`src/rtl/pc_fetch_ctrl_pkg.sv`:
```
// Shared CPU package for the fetch path.
// Holds the fetch FSM state type, reset PC, instruction width and PC step,
// plus a helper that forces a target address onto a halfword boundary.
// No ports (package).
package pc_fetch_ctrl_pkg;

  typedef enum logic [1:0] {
    FETCH  = 2'd0,
    HOLD   = 2'd1,
    SQUASH = 2'd2,
    HALTED = 2'd3
  } fetch_state_t;

  localparam logic [15:0] RESET_PC = 16'h0000;
  localparam int          INSTR_W  = 16;
  localparam logic [15:0] PC_STEP  = 16'd2;

  // Instructions are 16-bit aligned; bit 0 of any jump target is dropped.
  function automatic logic [15:0] align_pc(input logic [15:0] i_addr);
    return {i_addr[15:1], 1'b0};
  endfunction

endpackage

```
`src/rtl/pc_fetch_ctrl_pc_inc16.sv`:
```
// pc_inc16: 16-bit next-sequential-PC incrementer (+PC_STEP, wraps modulo 2^16).
// Shared between the fetch controller and the branch unit.
// Ports:
//   i_pc       in  16  current address
//   o_pc_next  out 16  i_pc + PC_STEP, 16'hFFFE wraps to 16'h0000
module pc_inc16
  import pc_fetch_ctrl_pkg::*;
(
  input  logic [15:0] i_pc,
  output logic [15:0] o_pc_next
);

  // Sum truncated to 16 bits, which gives the wrap for free.
  assign o_pc_next = i_pc + PC_STEP;

endmodule

```
`src/rtl/pc_fetch_ctrl.sv`:
```
// pc_fetch_ctrl: instruction-fetch controller. Sole owner of the PC; issues one
// fetch at a time over a req/rdy handshake and holds the returned word until
// decode accepts it.
// Ports:
//   i_clk, i_rst           clock, synchronous active-high reset
//   i_stall                decode cannot accept the held word this cycle
//   i_redirect, i_redirect_pc  taken branch/jump and its target
//   i_halt                 decode saw HLT in the held word
//   o_imem_req, o_imem_addr    fetch request / address (held until i_imem_rdy)
//   i_imem_rdy, i_imem_data    one-cycle response pulse and returned word
//   o_instr_valid, o_instr, o_instr_pc  held word for decode
//   o_pc                   architectural PC
//   o_halted               fetch stopped until reset
//
// state  | meaning
// FETCH  | request outstanding at fetch_addr; data will be kept
// HOLD   | word in ibuf presented to decode, no request
// SQUASH | request outstanding for a redirected-away address; data dropped
// HALTED | HLT accepted; nothing happens until reset
module pc_fetch_ctrl
  import pc_fetch_ctrl_pkg::*;
#(
  parameter logic [15:0] RESET_PC = pc_fetch_ctrl_pkg::RESET_PC,
  parameter int          INSTR_W  = pc_fetch_ctrl_pkg::INSTR_W
) (
  input  logic               i_clk,
  input  logic               i_rst,
  input  logic               i_stall,
  input  logic               i_redirect,
  input  logic [15:0]        i_redirect_pc,
  input  logic               i_halt,
  output logic               o_imem_req,
  output logic [15:0]        o_imem_addr,
  input  logic               i_imem_rdy,
  input  logic [INSTR_W-1:0] i_imem_data,
  output logic               o_instr_valid,
  output logic [INSTR_W-1:0] o_instr,
  output logic [15:0]        o_instr_pc,
  output logic [15:0]        o_pc,
  output logic               o_halted
);

  fetch_state_t       r_state, w_state_nxt;
  logic [15:0]        r_pc, w_pc_nxt;
  logic [15:0]        r_fetch_addr, w_fetch_addr_nxt;
  logic [INSTR_W-1:0] r_ibuf, w_ibuf_nxt;
  logic [15:0]        r_ibuf_pc, w_ibuf_pc_nxt;
  logic [15:0]        w_pc_plus2;
  logic [15:0]        w_redirect_tgt;

  pc_inc16 u_pc_inc (
    .i_pc      (r_pc),
    .o_pc_next (w_pc_plus2)
  );

  assign w_redirect_tgt = align_pc(i_redirect_pc);

  always_comb begin
    w_state_nxt      = r_state;
    w_pc_nxt         = r_pc;
    w_fetch_addr_nxt = r_fetch_addr;
    w_ibuf_nxt       = r_ibuf;
    w_ibuf_pc_nxt    = r_ibuf_pc;

    case (r_state)
      FETCH: begin
        if (i_imem_rdy && i_redirect) begin
          w_pc_nxt         = w_redirect_tgt;
          w_fetch_addr_nxt = w_redirect_tgt;
        end else if (i_imem_rdy) begin
          w_ibuf_nxt    = i_imem_data;
          w_ibuf_pc_nxt = r_fetch_addr;
          w_state_nxt   = HOLD;
        end else if (i_redirect) begin
          // fetch_addr must stay put: memory is still working on it.
          w_pc_nxt    = w_redirect_tgt;
          w_state_nxt = SQUASH;
        end
      end

      SQUASH: begin
        if (i_redirect) begin
          w_pc_nxt = w_redirect_tgt;
        end
        if (i_imem_rdy) begin
          // Restart at the newest redirect target, including one arriving now.
          w_fetch_addr_nxt = i_redirect ? w_redirect_tgt : r_pc;
          w_state_nxt      = FETCH;
        end
      end

      HOLD: begin
        if (i_redirect) begin
          w_pc_nxt         = w_redirect_tgt;
          w_fetch_addr_nxt = w_redirect_tgt;
          w_state_nxt      = FETCH;
        end else if (!i_stall && i_halt) begin
          w_pc_nxt    = w_pc_plus2;
          w_state_nxt = HALTED;
        end else if (!i_stall) begin
          w_pc_nxt         = w_pc_plus2;
          w_fetch_addr_nxt = w_pc_plus2;
          w_state_nxt      = FETCH;
        end
      end

      HALTED: begin
        w_state_nxt = HALTED;
      end

      default: begin
        w_state_nxt = FETCH;
      end
    endcase
  end

  always_ff @(posedge i_clk) begin
    if (i_rst) begin
      r_state      <= FETCH;
      r_pc         <= RESET_PC;
      r_fetch_addr <= RESET_PC;
      r_ibuf       <= '0;
      r_ibuf_pc    <= '0;
    end else begin
      r_state      <= w_state_nxt;
      r_pc         <= w_pc_nxt;
      r_fetch_addr <= w_fetch_addr_nxt;
      r_ibuf       <= w_ibuf_nxt;
      r_ibuf_pc    <= w_ibuf_pc_nxt;
    end
  end

  // Qualified with reset so nothing is requested or presented while rst is high.
  assign o_imem_req    = ((r_state == FETCH) || (r_state == SQUASH)) && !i_rst;
  assign o_instr_valid = (r_state == HOLD) && !i_rst;
  assign o_halted      = (r_state == HALTED) && !i_rst;
  assign o_imem_addr   = r_fetch_addr;
  assign o_instr       = r_ibuf;
  assign o_instr_pc    = r_ibuf_pc;
  assign o_pc          = r_pc;

endmodule

```
`config.mk`:
```
export PLATFORM = sky130hd
export DESIGN_NAME = pc_fetch_ctrl
export DESIGN_NICKNAME = d
export VERILOG_FILES = /design/src/rtl/pc_fetch_ctrl_pkg.sv /design/src/rtl/pc_fetch_ctrl_pc_inc16.sv /design/src/rtl/pc_fetch_ctrl.sv
export SDC_FILE = /design/constraint.sdc
export NUM_CORES = 1
export LEC_CHECK = 0
export CAP_MARGIN = 0
export CORE_ASPECT_RATIO = 0.8
export CORE_MARGIN = 1.5
export CORE_UTILIZATION = 43
export CTS_CLUSTER_SIZE = 14
export DETAILED_ROUTE_END_ITERATION = 16
export GPL_TIMING_DRIVEN = 0
export PLACE_DENSITY = 0.77
export SYNTH_ARGS = -nofsm -noshare
export SYNTH_HDL_FRONTEND = slang
export SYNTH_SLANG_ARGS = --single-unit
```
`constraint.sdc`:
```
create_clock -name i_clk -period 1.93 [get_ports i_clk]
set_input_delay 0.386 -clock i_clk [delete_from_list [all_inputs] [get_ports i_clk]]
set_output_delay 0.386 -clock i_clk [all_outputs]
set_load 0.01 [all_outputs]
```
==> impl_metrics.csv <==
group,metric,value,unit
synth,muxShareOfSynthArea,3.571,%
timing,holdWs,0.3870,ns
global_route,grt_max_degree,13,
setup_path,required,2.21,ns
floorplanning,fp.dieW,104.4,um
layout,diodes,0,
setup_path,start_kind,"flop",
synth,synth_area_leaders,"dfxtp_1 37%, nand2_1 9.3%, a21oi_1 7.6%, nor2_1 4.7%, o21ai_0 3.3%",
setup_path,end_kind,"flop",
floorplanning,coreArea,0.007946,mm2
clock_network,htree_levels,3,
layout,fin_area,0.005376,mm2
routing,avgRoutedWirePerCell,18.61,um
synth,yosys_warnings,0,
power_and_ir_drop,cellPowerDensity,1341,mW/mm2
timing,rsz0062_at_grt,"yes",
synth,ys_types,54,
power_and_ir_drop,p_leak,1.949,nW
layout,fin_util,67.66,%
routing,drt_first_iter_violations,350,
synth,synthAdderAreaFrac,2.122,%
synth,synth-seq-cells,66,
global_route,use_met3,7.686,%
timing,fmax,523.4,MHz
floorplanning,initial_utilization,44.53,%
power_and_ir_drop,ir_drop,0.7117,mV
routing,drc,0,
routing,num_vias,4168,
setup_path,worstPathArrival,2.20,ns
clock_network,clk_pin_slew,0.08,ns
min_path,hold_path.class,"input port to flop",
layout,nNetsFinal,638,
global_route,use_met1,38.13,%
timing,layout_min_cycle_time,1.911,ns
global_route,grt_util_all_layers,29.17,%
synth,synth_edf_count,0,
clock_network,numCtsBuffers,9,
timing,finalCritPeriodShare,99.00,%
floorplanning,die-area,0.008785,mm2
synth,async_reset_ff_share,0,%
global_route,grt_pass1_wl,20180,um
synth,synth_top_area_share,37.34,%
layout,drive_above_1_share,21.54,%
synth,synth_cells,468,
clock_network,worstSkewPairLatency,0.36,ns
timing,maxSlewHeadroom,62.00,%
routing,vias_per_cell,5.895,
timing,hold_violations,0,
synth,synth_top_family_by_area,"simple AND/OR/NAND/NOR gates",
floorplanning,placementRows,29,
routing,first_pass_iters,5,
synth,synth_flop_cell,"dfxtp_1",
synth,avgSynthCellArea,7.561,um2
routing,postRouteAntennaNets,0,
synth,yosys.area.top_type,"dfxtp_1",
floorplanning,fp.dieH,84.14,um
synth,synth-compound-area-share,24.72,%
job,max_cap_violations,0,
synth,syn_nets,512,
global_route,grtUsageMet2,47.49,%
clock_network,clock-sinks,66,
timing,finalSetupViolCount,0,
synth,synth.yosys.seq_area_share,37.34,%
clock_network,tritoncts,"built",
timing,slew_viol_final,0,
status,outcome,"finished, final reports clean",
timing,fin_skew,0.01026,ns
clock_network,clockBufferDepth,2,
timing,max_slew.worst_pin.slew,0.5699,ns
layout,syn_to_final_growth,51.94,%
global_route,grt_pass1_vias,3945,
floorplanning,num_io_pins,105,
power_and_ir_drop,finalPower,7.211,mW
global_route,antenna_found_initial,0,
place,post_dp_cell_area,0.004691,mm2
place,place_congestion,0.9775,
clock_network,root_buffer,"clkbuf_8",
clock_network,hold_buffers,0,
synth,synth-xor-area-share,0.2475,%
synth,yosys.area_share.simple,25.35,%
global_route,grt-ovfl-total,0,
setup_path,path_max_fanout,10,
setup_path,crit_type,"flop to flop",
place,dp_hpwl,9239,um
place,port-buffer-count,101,
global_route,grt_busiest_layer,"met2",
synth,synth_area,0.003538,mm2
routing,routed_wl,13160,um
-- repair_timing --
action	CTS	global route
gates resized for setup	41	63
pin swaps	7	20
buffers inserted	6	11
setup endpoints to repair	38	64
-- placed cells by master (no fill, tap or decap), types with 3 or more instances in the layout --
cell | synthesis | final
nor3_1 | 10 | 5
nor2_1 | 44 | 44
clkbuf_4 | 0 | 5
a311oi_1 | 9 | 8
buf_6 | 1 | 3
bufinv_16 | 0 | 3
nor3_2 | 0 | 4
clkdlybuf4s50_1 | 0 | 98
o21ai_1 | 1 | 3
o22ai_1 | 4 | 4
dfxtp_1 | 66 | 59
clkbuf_2 | 0 | 7
nor2b_1 | 8 | 8
mux2_2 | 5 | 5
a211oi_2 | 4 | 6
and3_1 | 5 | 5
buf_2 | 14 | 9
o221a_2 | 3 | 3
clkbuf_8 | 0 | 10
inv_1 | 10 | 6
mux2i_1 | 7 | 7
clkbuf_1 | 20 | 9
or3_1 | 7 | 5
dfxtp_2 | 0 | 5
nand4_1 | 7 | 7
a21oi_2 | 0 | 7
nand2_1 | 88 | 88
ha_4 | 0 | 3
nand3_1 | 11 | 10
buf_4 | 4 | 19
inv_2 | 1 | 3
a211oi_1 | 12 | 9
o21ai_0 | 23 | 21
a21oi_1 | 54 | 47
-- Yosys cell counts, types with 2 or more instances --
cell	instances
o21bai_1	2
nor2_1	44
mux2_2	5
or4_1	2
nor3_1	10
nand2_1	88
a211oi_1	12
o221ai_1	2
o21ai_0	23
buf_4	4
nand3_1	11
o22ai_1	4
o41ai_1	3
a32oi_1	2
a21oi_1	54
o221a_2	3
mux2i_1	7
buf_2	14
a211oi_2	4
a31oi_1	2
or3_1	7
a22oi_1	2
ha_1	6
nand4_1	7
a21o_1	2
nand2b_1	3
clkbuf_1	20
nor2b_1	8
and2_1	2
inv_1	10
nor4_1	3
and4_1	3
and3_1	5
a311oi_1	9
dfxtp_1	66
-- sequential cells by signal, indices dropped and copies added (netlist names) --
register	cells
o_imem_addr	16
o_pc	16
o_instr_pc	16
r_state	2
o_instr	16
-- per-stage QoR --
step           setup TNS (ns)  std cells  worst slack, ns
2_1_floorplan               0        468          0.01898
6_report                    0        707          0.01927
4_1_cts               -0.1721        699         -0.07193
3_3_place_gp           -18.06        677          -0.5549
3_5_place_dp           -21.57        677          -0.6384
5_1_grt              -0.07021        707         -0.02677
-- power breakdown --
part | internal (mW) | switching, mW
Clock | 0.898 | 0.608
Combinational | 1.69 | 2.00
Sequential | 1.70 | 0.315
-- critical path, stage by stage, from the launching register on --
cell and delay, ns:
dfxtp_1 0.36, clkbuf_4 0.20, nand4_1 0.18, or4_4 0.54, a211oi_4 0.28, a21oi_2 0.07
a211oi_2 0.20
-- area by class of cell --
class / count / area (um2)
fillers: 674 / 2570
multi-input cells: 350 / 2231
flip-flops and latches: 66 / 1335
repair buffers: 118 / 1155
plain buffers: 37 / 219.0
clock buffers: 10 / 137.6
well taps: 108 / 135.1
clock inverters: 6 / 112.6
inverters: 12 / 51.30
-- routing by layer --
layer	share of wire [%]	wire length [um]
met4	2.2	288
met5	0	0
met1	43	5601
met2	46	6012
met3	9.5	1252
-- final timing paths --
kind	from	to	slack, ns	depth (start not counted)
max reg2reg	o_pc[7]	o_imem_addr[12]	0.02	6
max	o_pc[7]	o_imem_addr[12]	0.02	6
min	i_rst	o_imem_addr[15]	0.39	2
min reg2reg	o_instr[2]	o_instr[2]	0.46	2
-- cells by family after synthesis --
kind of cell | after synthesis
flops | 66
mux | 12
simple gates | 197
compound gates | 134
buf+inv | 52
xor+xnor | 1
fa+ha+maj | 6
Note: power is estimated with default switching activity, not from simulation.
==> variant: new RTL, same flow settings <==
Re-encode `fetch_state_t` (4 states) as one-hot, 4 bits wide.
--- a/src/rtl/pc_fetch_ctrl_pkg.sv
+++ b/src/rtl/pc_fetch_ctrl_pkg.sv
@@ -4,11 +4,11 @@
 // No ports (package).
 package pc_fetch_ctrl_pkg;
 
-  typedef enum logic [1:0] {
-    FETCH  = 2'd0,
-    HOLD   = 2'd1,
-    SQUASH = 2'd2,
-    HALTED = 2'd3
+  typedef enum logic [3:0] {
+    FETCH  = 4'b0001,
+    HOLD   = 4'b0010,
+    SQUASH = 4'b0100,
+    HALTED = 4'b1000
   } fetch_state_t;
 
   localparam logic [15:0] RESET_PC = 16'h0000;
Check against the original RTL: same outputs for any inputs over 4 cycles, from zero or initial values and one cycle with i_rst high; so few cycles prove little.
==> variant against the original RTL <==
The run now ends with setup timing left. Worst setup slack worse by 130 ps. Sequential cell count is 2 higher. Wire length fell by 2.1%. First-iteration DRC count rose by 7.7%. Sequential share of layout area up 1.6 points. Worst hold slack got worse by 37 ps. Fmax decreased by 6.2%. Non-clock buffer count stayed put. Area after synthesis decreased by 2.6%. Final area decreased by 3.4%. Largest cell class unchanged.
Power is not compared: it rests on default switching activity, and its combinational part moved more than twofold at a synthesized area within 25%.
==> variant: results (changes against the original RTL) <==
status=finished with violations; failing checks=setup timing; top cells by count, synth=100 x nand2_1, 68 x dfxtp_1, 63 x a21oi_1; Clock-cell share=0.03203 (-0.01452); Clk Latency, worst-skew pair=360 ps (about the same); TritonCTS clock tree=done; core area=0.007567 mm^2 (-4.8%); FF-to-FF path depth=5 (-1); first drt pass iteration count=6 (+1); CTS Buffer Depth=2 (unchanged); NonClk Buf Share=0.2738 (+0.01825); WHS=350.1 ps (-36.86 ps); layout cells sized above 1=0.1897 (-0.02562); setup total negative slack=-164.3 ps (-164.3 ps); Post-synth ARST share=0 (unchanged); CTS buffer count=9 (unchanged); initial antenna violation count=0 (unchanged); Avg Cell Area, Syn=7.593 um^2 (+0.42%); Via-to-Cell Ratio=5.914 (+0.33%); Placer Congestion=0.9209 (-5.8%); vias in the first global route=3913 (-0.81%); area of the multi-input gates=0.002079 mm^2 (-6.8%); count of clock buffers in the final design=9 (-1); DP Area=0.004599 mm^2 (-1.9%); ys flop type=dfxtp_1; post-route setup slack=-107.6 ps (-126.9 ps); overall global routing resource usage=0.3025 (+0.01086); Vias=4081 (-2.1%); Final Util=0.6867 (+0.01009); Initial DRC Count=377 (+7.7%); CTS Sinks=68 (+3.0%); pre-CTS setup slack=-830.6 ps (-192.2 ps); Setup-failing EPs final=5 (+5); global-route wire length before repair=19930 um (-1.2%); post-synthesis sequential area ratio=0.3949 (+0.02151); fill count=646 (-4.2%); PortBufs=102 (+0.99%); r2r setup slk=-10 ps (-30 ps); crit path DAT=1650 ps (-550 ps); Least-Margin Pin Slew=699.3 ps (+129.4 ps); dpl cells=661 (-2.4%); largest net degree at the start of global routing=13 (unchanged); CTS H-Tree Depth=3 (unchanged); Inserted Diodes=0 (unchanged); root buffer cell=clkbuf_8; post-synth cell types=60 (+11%); top cells by area, synth=dfxtp_1 39%, nand2_1 11%, a21oi_1 9.1%, o21ai_0 6.0%, a31oi_1 3.3%; drt total wl=12880 um (-2.1%); clock skew=15.41 ps (+5.144 ps); hpwl dp=8895 um (-3.7%); Non-clk invs=6 (-6); FF/Latch Area=0.001374 mm^2 (+2.9%); crit path max fanout=3 (-7); Hold Path Depth=2 (unchanged); Nets=620 (-2.8%); Leak=between 1.5 and 2 nW; synthesized net count=493 (-3.7%); multi-input gates=341 (-2.6%)
[variant: worst max-delay path, cell delays in order, from the launching register on]
cell	delay [ps]
dfxtp_4	360
or4b_4	560
clkbuf_16	170
nor2_1	70
buf_2	140
[variant: routing by layer]
layer | GRT usage | routed length [um] | vias up | part of all wire
met5 | 0 | 0 | - | 0
met4 | 0.1155 | 382 | 0 | 0.030
met3 | 0.09512 | 1328 | 37 | 0.10
met2 | 0.4384 | 5550 | 250 | 0.43
met1 | 0.4178 | 5616 | 1907 | 0.44
li1 | - | - | 1887 | -
[variant: cell families (layout without fill, tap and decap cells)]
kind of cell | count (synthesis) | after routing | share of synthesized area
xor gates and xnor gates | 5 | 5 | 0.01270
DFF | 68 | 68 | 0.3949
adders and majority gates | 1 | 1 | 0.003629
AOI/OAI and AO/OA | 160 | 160 | 0.2831
buffers and inverters | 45 | 176 | 0.05989
muxes | 3 | 3 | 0.009437
and+or+nand+nor | 172 | 172 | 0.2363
[variant: path summary, 6_finish.rpt]
| path | start | end |
|---|---|---|
| setup / recovery | r_state[0]$_SDFFE_PP1P_ | o_instr_valid |
| hold / removal | i_rst | o_instr[5]$_SDFFE_PP0P_ |
| setup reg to reg | r_state[0]$_SDFFE_PP1P_ | o_imem_addr[7]$_SDFFE_PP0P_ |
| hold reg to reg | o_instr[1]$_SDFFE_PP0P_ | o_instr[1]$_SDFFE_PP0P_ |
[variant: where the power goes]
part	switching [mW]	leakage, nW	internal [mW]	total [mW]
Combinational	0.453	1.22	0.440	0.893
Sequential	0.127	0.558	1.50	1.63
Clock	0.587	0.0811	0.458	1.04
[variant: timing repair]
action / 4_1_cts / 5_1_grt
setup endpoints to repair: 66 / 63
pin swaps: 7 / 8
buffers inserted: 13 / 7
hold endpoints to repair: 0 / 0
resized for setup: 60 / 61
